===== config.mk =====
export PLATFORM = sky130hd
export DESIGN_NAME = cond_stack_unit
export DESIGN_NICKNAME = d
export VERILOG_FILES = /design/src/rtl/cond_stack_unit.sv
export SDC_FILE = /design/constraint.sdc
export NUM_CORES = 1
export LEC_CHECK = 0
export CORE_MARGIN = 1
export CORE_UTILIZATION = 40
export CTS_CLUSTER_DIAMETER = 150
export CTS_CLUSTER_SIZE = 30
export DETAILED_ROUTE_END_ITERATION = 8
export PLACE_DENSITY = 0.64
export SETUP_SLACK_MARGIN = 0.1
export SLEW_MARGIN = 20
export SYNTH_ARGS = -nofsm -noshare
export SYNTH_HDL_FRONTEND = slang
export SYNTH_SLANG_ARGS = --single-unit

===== constraint.sdc =====
create_clock -name clk -period 6.65 [get_ports clk]
set_clock_uncertainty 0.1 [all_clocks]
set_input_delay 0.9975 -clock clk [delete_from_list [all_inputs] [get_ports clk]]
set_output_delay 0.9975 -clock clk [all_outputs]
set_load 0.02 [all_outputs]

===== src/rtl/cond_stack_unit.sv =====
// Conditional-execution unit with a small saved-flags stack.
// Decodes the ARMv4 condition field against the architectural flags,
// gates the decoder write enables, and lets software push/pop {N,Z,C,V}.
module cond_stack_unit #(
    parameter int DEPTH   = 4,
    parameter bit REG_OUT = 1'b0
) (
    input  logic                       clk,
    input  logic                       rst,
    input  logic                       PCS,
    input  logic                       RegW,
    input  logic                       MemW,
    input  logic [1:0]                 FlagW,
    input  logic [3:0]                 Cond,
    input  logic [3:0]                 ALUFlags,
    input  logic                       FlagPush,
    input  logic                       FlagPop,
    output logic                       PCSrc,
    output logic                       RegWrite,
    output logic                       MemWrite,
    output logic                       CondEx,
    output logic [3:0]                 Flags,
    output logic [$clog2(DEPTH+1)-1:0] Depth,
    output logic                       Overflow,
    output logic                       Underflow
);

    localparam int DW = $clog2(DEPTH + 1);
    localparam int AW = (DEPTH > 1) ? $clog2(DEPTH) : 1;
    localparam logic [DW-1:0] FULL = DW'(DEPTH);

    logic          flag_n;
    logic          flag_z;
    logic          flag_c;
    logic          flag_v;
    logic          push_req;
    logic          pop_req;
    logic          push_ok;
    logic          pop_ok;
    logic          push_err;
    logic          pop_err;
    logic [AW-1:0] push_idx;
    logic [AW-1:0] pop_idx;
    logic [3:0]    stack [DEPTH];

    assign {flag_n, flag_z, flag_c, flag_v} = Flags;

    // Condition decode uses only the registered flags, never this cycle's ALU result.
    always_comb begin
        CondEx = 1'b0;
        case (Cond)
            4'b0000: CondEx = flag_z;
            4'b0001: CondEx = ~flag_z;
            4'b0010: CondEx = flag_c;
            4'b0011: CondEx = ~flag_c;
            4'b0100: CondEx = flag_n;
            4'b0101: CondEx = ~flag_n;
            4'b0110: CondEx = flag_v;
            4'b0111: CondEx = ~flag_v;
            4'b1000: CondEx = flag_c & ~flag_z;
            4'b1001: CondEx = ~flag_c | flag_z;
            4'b1010: CondEx = (flag_n == flag_v);
            4'b1011: CondEx = (flag_n != flag_v);
            4'b1100: CondEx = ~flag_z & (flag_n == flag_v);
            4'b1101: CondEx = flag_z | (flag_n != flag_v);
            4'b1110: CondEx = 1'b1;
            default: CondEx = 1'b0;
        endcase
    end

    // Push and pop together cancel each other; a failed condition blocks both.
    assign push_req = CondEx & FlagPush & ~FlagPop;
    assign pop_req  = CondEx & FlagPop & ~FlagPush;
    assign push_ok  = push_req & (Depth != FULL);
    assign push_err = push_req & (Depth == FULL);
    assign pop_ok   = pop_req & (Depth != '0);
    assign pop_err  = pop_req & (Depth == '0);
    assign push_idx = AW'(Depth);
    assign pop_idx  = AW'(Depth - DW'(1));

    // Stack storage needs no reset; only entries below Depth are ever read.
    always_ff @(posedge clk) begin
        if (push_ok) begin
            stack[push_idx] <= Flags;
        end
    end

    // Architectural flags: a valid pop overrides any group write in the same cycle.
    always_ff @(posedge clk or negedge rst) begin
        if (!rst) begin
            Flags <= 4'b0000;
        end else if (pop_ok) begin
            Flags <= stack[pop_idx];
        end else if (CondEx) begin
            if (FlagW[1]) begin
                Flags[3:2] <= ALUFlags[3:2];
            end
            if (FlagW[0]) begin
                Flags[1:0] <= ALUFlags[1:0];
            end
        end
    end

    // Stack pointer and sticky error flags, cleared only by reset.
    always_ff @(posedge clk or negedge rst) begin
        if (!rst) begin
            Depth     <= '0;
            Overflow  <= 1'b0;
            Underflow <= 1'b0;
        end else begin
            if (push_ok) begin
                Depth <= Depth + DW'(1);
            end else if (pop_ok) begin
                Depth <= Depth - DW'(1);
            end
            if (push_err) begin
                Overflow <= 1'b1;
            end
            if (pop_err) begin
                Underflow <= 1'b1;
            end
        end
    end

    generate
        if (REG_OUT) begin : g_reg_out
            // Registered enables appear one cycle after the instruction that produced them.
            always_ff @(posedge clk or negedge rst) begin
                if (!rst) begin
                    PCSrc    <= 1'b0;
                    RegWrite <= 1'b0;
                    MemWrite <= 1'b0;
                end else begin
                    PCSrc    <= PCS & CondEx;
                    RegWrite <= RegW & CondEx;
                    MemWrite <= MemW & CondEx;
                end
            end
        end else begin : g_comb_out
            assign PCSrc    = PCS & CondEx;
            assign RegWrite = RegW & CondEx;
            assign MemWrite = MemW & CondEx;
        end
    endgenerate

endmodule


==> results.py, run 1 <==
metrics = {
    "logic_synthesis": {
        "ys_seq_elements": 25,
        "synth_fa_ha_area_share_pct": 4.448,
        "synth_nets": 132,
        "synth-edff-count": 16,
        "netlist_instances": 110,
        "yosysWarnings": 0,
        "synthXorXnorAreaFrac_pct": 2.491,
        "ys.flop_type": "edfxtp_1",
        "ys_types": 42,
        "synth_compound_area_share_pct": 15.21,
        "seq_area_frac_synth_pct": 50.18,
        "ys_async_sr_fraction_pct": 36.00,
        "synth_mux_area_share_pct": 8.541,
        "syn_area_mm2": 0.001406,
        "synth_top_family_by_area": "compound AO/OA/AOI/OAI gates",
        "synth_simple_gate_area_share_pct": 14.50,
        "avgSynthCellArea_um2": 12.78,
    },
    "clock_tree": {
        "clk_latency_ns": 0.32,
        "cts_setup_buffers": 0,
        "clk_path_buf_depth": 2,
        "cts.sinks": 25,
        "path_clk_slew_ns": 0.14,
        "cts_inserted_buffers": 3,
        "cts.repair.resized": 0,
        "cts_max_level": 1,
        "cts-root-buf": "clkbuf_4",
        "cts_tree": "yes",
        "cts_hold_buf": 0,
    },
    "setup_path": {
        "cp-endpoint": "RegWrite",
        "path_cells": "clkdlybuf4s50_1, mux2i_1, or4_1, o21ai_1, a2111oi_4, nand2_4, and2_1, clkdlybuf4s50_1",
        "critPathKind": "in -> out",
        "worstRegToRegCells": 4,
        "reg2reg_slack_ns": 4.14,
        "crit_family": "buffers and inverters",
        "cp-end-kind": "output port",
        "critPathRequiredTime_ns": 5.55,
        "worstSetupStartpointType": "primary input",
        "startpoint": "Cond[2]",
        "worstReg2RegStart": "Depth[0]$_DFFE_PN0P_",
        "cp_max_fo": 15,
        "reg2reg_to": "stack[2][0]$_DFFE_PP_",
        "crit_top_cell": "clkdlybuf4s50_1",
        "worstPathArrival_ns": 3.54,
        "cpPeakStageDelay_ns": 0.65,
        "path_depth": 8,
        "crit_slowest_cell": "clkdlybuf4s50_1",
        "critPathBufInv": 2,
    },
    "pwr": {
        "power_density_mw_per_mm2": 381.7,
        "p_sw_share_pct": 40.05,
        "p_seq_share_pct": 40.7,
        "internal_power_w": 0.0003968,
        "power_leakage_nw": 0.6382,
        "clkPwrFrac_pct": 10.9,
        "ir_drop_mv": 0.2078,
        "power_frac_comb_pct": 48.4,
        "p_switching_w": 0.0002652,
    },
    "final_layout": {
        "area.growth.synth_to_final_pct": 23.31,
        "multiInputGateArea_um2": 635.6,
        "stdcell_area_mm2": 0.001734,
        "final_cell_mix": "29 x clkdlybuf4s50_1, 16 x edfxtp_1, 9 x dfrtp_1",
        "drive_above_1_share_pct": 10.29,
        "num_antenna_cells": 0,
        "nets": 159,
        "regArea_um2": 705.7,
        "final_common_cell": "clkdlybuf4s50_1",
        "fillers": 327,
    },
    "routing": {
        "viasPerCell": 5.368,
        "drtIter0Drc": 24,
        "vias": 977,
        "drcViolationCount": 0,
        "final_antenna_net_count": 0,
        "drt-wirelength-per-cell_um": 15.94,
        "wl_mm": 2.901,
        "drtPass1Iterations": 4,
    },
    "die": {
        "die_area_mm2": 0.003757,
        "num_rows": 21,
        "ios": 30,
        "initial_core_util_pct": 41.82,
        "fp.dieH_um": 61.30,
        "fp.coreArea_mm2": 0.003363,
        "die_w_um": 61.30,
    },
    "sta": {
        "tns_ns": 0,
        "worstMarginPinSlew_ns": 0.7320,
        "hold_violations": 0,
        "setup_violations": 0,
        "fin_crit_sh_pct": 69.67,
        "drv_slew": 0,
        "relSlewSlack_pct": 50.91,
        "fmax_mhz": 215.8,
        "period_needed_ns": 4.633,
        "grt_setup_unrepaired": "no",
    },
    "global_routing": {
        "grt_pass1_wl_mm": 4.747,
        "grt_max_degree": 16,
        "grt_pass1_vias": 936,
        "grt_remaining_overflow": 0,
        "antenna_found_initial": 0,
        "grt_usage_pct": 17.63,
    },
    "hold_path": {
        "hold_class": "reg -> reg",
        "worstHoldPathCells": 1,
    },
    "place": {
        "gp_congestion": 0.7639,
        "portBuffers": 29,
        "place_area_mm2": 0.001704,
        "dp.final_hpwl_mm": 2.181,
    },
    "run": {
        "drv_cap": 0,
    },
    "status": {
        "status": "complete, no violations",
    },
}
## routing by layer
| metal | wire length (um) | track usage, % |
|---|---|---|
| met5 | 0 | 0 |
| met1 | 1443 | 25.84 |
| met3 | 113 | 4.622 |
| met4 | 13 | 2.922 |
| met2 | 1331 | 26.71 |
## worst reg2reg max path: cells and delay by family (launching register included)
| family | cells | cell delay (ns) |
|---|---|---|
| simple gates | 1 | 0.39 |
| buf+inv | 1 | 0.19 |
| flops | 1 | 0.62 |
| fa+ha+maj | 1 | 0.27 |
| compound gates | 1 | 0.65 |
## registers in the layout, summed over array words and instances (netlist names)
register   count
Depth          3
Overflow       1
Underflow      1
stack         16
Flags          4
## layout make-up
type                            count  area share [%]
Clock buffer                        3           1.299
Clock inverter                      1          0.4329
Inverter                            4          0.8658
Multi-Input combinational cell     74           36.65
Sequential cell                    25           40.69
Tap cell                           46           3.319
Timing Repair Buffer               29           16.74
## power by group through the flow
stage | Combinational (W) | Sequential (W) | Clock, W
2_1_floorplan | 0.000190 | 0.000284 | 0
3_3_place_gp | 0.000318 | 0.000272 | 0
3_5_place_dp | 0.000321 | 0.000274 | 0
4_1_cts | 0.000323 | 0.000271 | 0.0000732
5_1_grt | 0.000349 | 0.000278 | 0.0000796
6_report | 0.000320 | 0.000269 | 0.0000724
## per-stage QoR
step           total power (W)  hold WS [ns]  setup WS, ns  cells  util [%]
6_report             0.0006620        0.3896         2.017    182     51.56
3_3_place_gp         0.0005900        0.3652         2.072    178     50.67
4_1_cts              0.0006672        0.3964         2.011    182     51.56
2_1_floorplan        0.0004739        0.4778         3.061    110         -
5_1_grt              0.0007073        0.4233         1.859    182     51.56
3_5_place_dp         0.0005947        0.3568         2.008    178     50.67
## cells in the mapped netlist (all sizes together) (3+ instances only)
cell type | count | area, um2
buf | 6 | 46.28
mux2i | 3 | 30.03
dfrtp | 9 | 225.2
nand2 | 5 | 26.27
nor3 | 3 | 15.01
inv | 4 | 15.01
and3 | 4 | 25.02
a21oi | 5 | 25.02
o22ai | 4 | 25.02
edfxtp | 16 | 480.5
nor3b | 3 | 22.52
and2 | 3 | 18.77
ha | 5 | 62.56
mux4 | 4 | 90.09
nor2 | 6 | 22.52
## logic make-up (layout without fill, tap and decap cells)
family	Yosys count	count (layout)
flip-flops	25	25
AND/OR/NAND/NOR	33	33
XOR/XNOR	4	4
buffers and inverters	11	37
multiplexers	7	7
adder cells (fa/ha/maj)	5	5
AO/OA/AOI/OAI	25	25
## worst min path at each step
stage,endpoint,from
3_3_place_gp,Overflow$_DFFE_PN0P_,Overflow$_DFFE_PN0P_
2_1_floorplan,Overflow$_DFFE_PN0P_,Overflow$_DFFE_PN0P_
4_1_cts,Overflow$_DFFE_PN0P_,Overflow$_DFFE_PN0P_
5_1_grt,Overflow$_DFFE_PN0P_,Overflow$_DFFE_PN0P_
3_5_place_dp,Underflow$_DFFE_PN0P_,Underflow$_DFFE_PN0P_
6_report,Overflow$_DFFE_PN0P_,Overflow$_DFFE_PN0P_
(Power assumes the default switching activity.)
==> inputs of run 2 (changes only) <==
PLACE_DENSITY = 0.67   (was 0.64)
clock period = 4 ns   (was 6.65 ns; I/O delays follow)
==> results.py, run 2 (synthesized netlist as in run 1, its figures left out) <==
metrics = {
    "setup_path": {
        "reg2reg_slack_ns": 1.49,
        "worstReg2RegStart": "Depth[0]$_DFFE_PN0P_",
        "worstSetupStartpointType": "primary input",
        "critPathRequiredTime_ns": 3.30,
        "critPathKind": "in -> out",
        "reg2reg_to": "Depth[2]$_DFFE_PN0P_",
        "worstPathArrival_ns": 3.09,
        "cp_max_fo": 15,
        "worstRegToRegCells": 7,
        "cp-end-kind": "output port",
    },
    "global_routing": {
        "use_met3_pct": 4.412,
        "grt-busiest-layer": "met2",
        "grt_usage_pct": 17.19,
        "grt_pass1_wl_mm": 4.616,
        "grt_pass1_vias": 920,
        "grt_remaining_overflow": 0,
        "grt_max_degree": 16,
        "antenna_found_initial": 0,
        "gr-usage-met1_pct": 24.12,
        "grtUsageMet2_pct": 26.86,
    },
    "final_layout": {
        "drive_above_1_share_pct": 10.95,
        "final_cell_mix": "27 x clkdlybuf4s50_1, 16 x edfxtp_1, 9 x dfrtp_1",
        "fin_util_pct": 51.93,
        "multiInputGateArea_um2": 635.6,
        "fillers": 329,
        "area.growth.synth_to_final_pct": 24.20,
        "regArea_um2": 705.7,
        "num_antenna_cells": 0,
        "final_common_cell": "clkdlybuf4s50_1",
        "nets": 160,
        "largest_register_ffs": 16,
        "largest-register": "stack",
        "top_regs": "stack: 16 flops, Flags: 4 flops, Depth: 3 flops",
    },
    "hold_path": {
        "hold_path_end": "Underflow$_DFFE_PN0P_",
        "hold_class": "reg -> reg",
        "min_from": "Underflow$_DFFE_PN0P_",
        "worstHoldPathCells": 1,
    },
    "routing": {
        "drcViolationCount": 0,
        "vias": 988,
        "viasPerCell": 5.399,
        "drt-wirelength-per-cell_um": 15.72,
        "wl_mm": 2.877,
        "final_antenna_net_count": 0,
        "drtIter0Drc": 35,
        "drtPass1Iterations": 4,
    },
    "clock_tree": {
        "cts.sinks": 25,
        "cts_inserted_buffers": 3,
        "cts_tree": "yes",
        "cts-root-buf": "clkbuf_4",
        "path_clk_slew_ns": 0.13,
        "cts_max_level": 1,
        "clk_latency_ns": 0.32,
        "clk_path_buf_depth": 2,
    },
    "pwr": {
        "power_density_mw_per_mm2": 630.0,
        "internal_power_w": 0.0006637,
        "p_seq_share_pct": 40.8,
        "clkPwrFrac_pct": 10.5,
        "ir_drop_mv": 0.3242,
        "p_switching_w": 0.0004368,
        "p_sw_share_pct": 39.69,
        "power_frac_comb_pct": 48.7,
        "power_leakage_nw": 0.6611,
    },
    "place": {
        "gp_congestion": 0.7657,
        "portBuffers": 29,
        "dp.final_hpwl_mm": 2.158,
    },
    "sta": {
        "grt_setup_unrepaired": "no",
        "tns_ns": 0,
        "setup_violations": 0,
        "period_needed_ns": 3.795,
        "fmax_mhz": 263.5,
        "relSlewSlack_pct": 53.30,
        "hold_violations": 0,
        "drv_slew": 0,
        "fin_crit_sh_pct": 94.87,
        "worstMarginPinSlew_ns": 0.6963,
    },
    "die": {
        "die_w_um": 61.30,
        "num_rows": 21,
        "fp.coreArea_mm2": 0.003363,
        "ios": 30,
        "die_area_mm2": 0.003757,
        "initial_core_util_pct": 41.82,
        "fp.dieH_um": 61.30,
    },
    "status": {
        "status": "complete, no violations",
    },
    "run": {
        "drv_cap": 0,
    },
}
run 2: cell types whose count changed in the layout (fill, tap and decap cells not counted):
cell	previous run	this run
buf_4	0	1
clkdlybuf4s50_1	29	27
dlymetal6s2s_1	0	2
run 2: per-stage QoR:
| step | power, W | area, um2 | worst slack [ns] | instances | hold WS, ns |
|---|---|---|---|---|---|
| 2_1_floorplan | 0.0007879 | 1406 | 1.206 | 110 | 0.2044 |
| 3_3_place_gp | 0.0009770 | 1704 | 0.2186 | 178 | 0.3655 |
| 3_5_place_dp | 0.0009852 | 1704 | 0.1394 | 178 | 0.3682 |
| 4_1_cts | 0.001105 | 1734 | 0.1390 | 182 | 0.4049 |
| 5_1_grt | 0.001173 | 1747 | 0.1120 | 183 | 0.4252 |
| 6_report | 0.001100 | 1747 | 0.2051 | 183 | 0.3946 |
run 2: worst max-delay path by stage:
stage               depth (start not counted)     from        to
floorplan                                   7  Cond[2]  MemWrite
global placement                            7  Cond[0]  RegWrite
detailed placement                          8  Cond[2]  MemWrite
CTS                                         8  Cond[2]  MemWrite
global route                                7  Cond[2]  RegWrite
finish                                      7  Cond[2]  MemWrite
run 2: area by class of cell:
cell class | instances | share of cell area (%)
clock buffer | 3 | 1.289
clock inverter | 1 | 0.4298
multi-input combinational | 74 | 36.39
timing repair buffer | 30 | 17.34
tap | 46 | 3.295
sequential | 25 | 40.40
inverter | 4 | 0.8596
run 2: worst max-delay path, stage by stage:
cell and delay, ns:
clkdlybuf4s50_1 0.56, or4b_1 0.60, a311oi_2 0.29, a2111oi_4 0.12, nand2_4 0.17, and2_1 0.15, clkdlybuf4s50_1 0.60
run 2: timing repair:
action / CTS / global route
gates resized for setup: 0 / 2
setup endpoints to repair: 0 / 3
buffers inserted: 0 / 1
hold buffers: 0 / 0
run 2: power groups by stage:
stage               sequential (W)  clock (W)  combinational, W
CTS                       0.000450   0.000121          0.000534
floorplan                 0.000472          0          0.000316
global placement          0.000451          0          0.000526
global route              0.000462   0.000131          0.000580
finish                    0.000449   0.000116          0.000535
detailed placement        0.000455          0          0.000531
run 2: per-layer routing:
layer  share of wire (%)  vias to the layer above  wire, um
met5                   0                        -         0
met4                0.97                        0        28
met3                 2.6                        4        76
met2                  49                       15      1403
met1                  48                      491      1368
li1                    -                      478         -
==> inputs of run 3 (changes only) <==
RECOVER_POWER = 25   (was default)
==> results of run 3 <==
The final DEF is identical to that of run 2; final timing and power are the same.
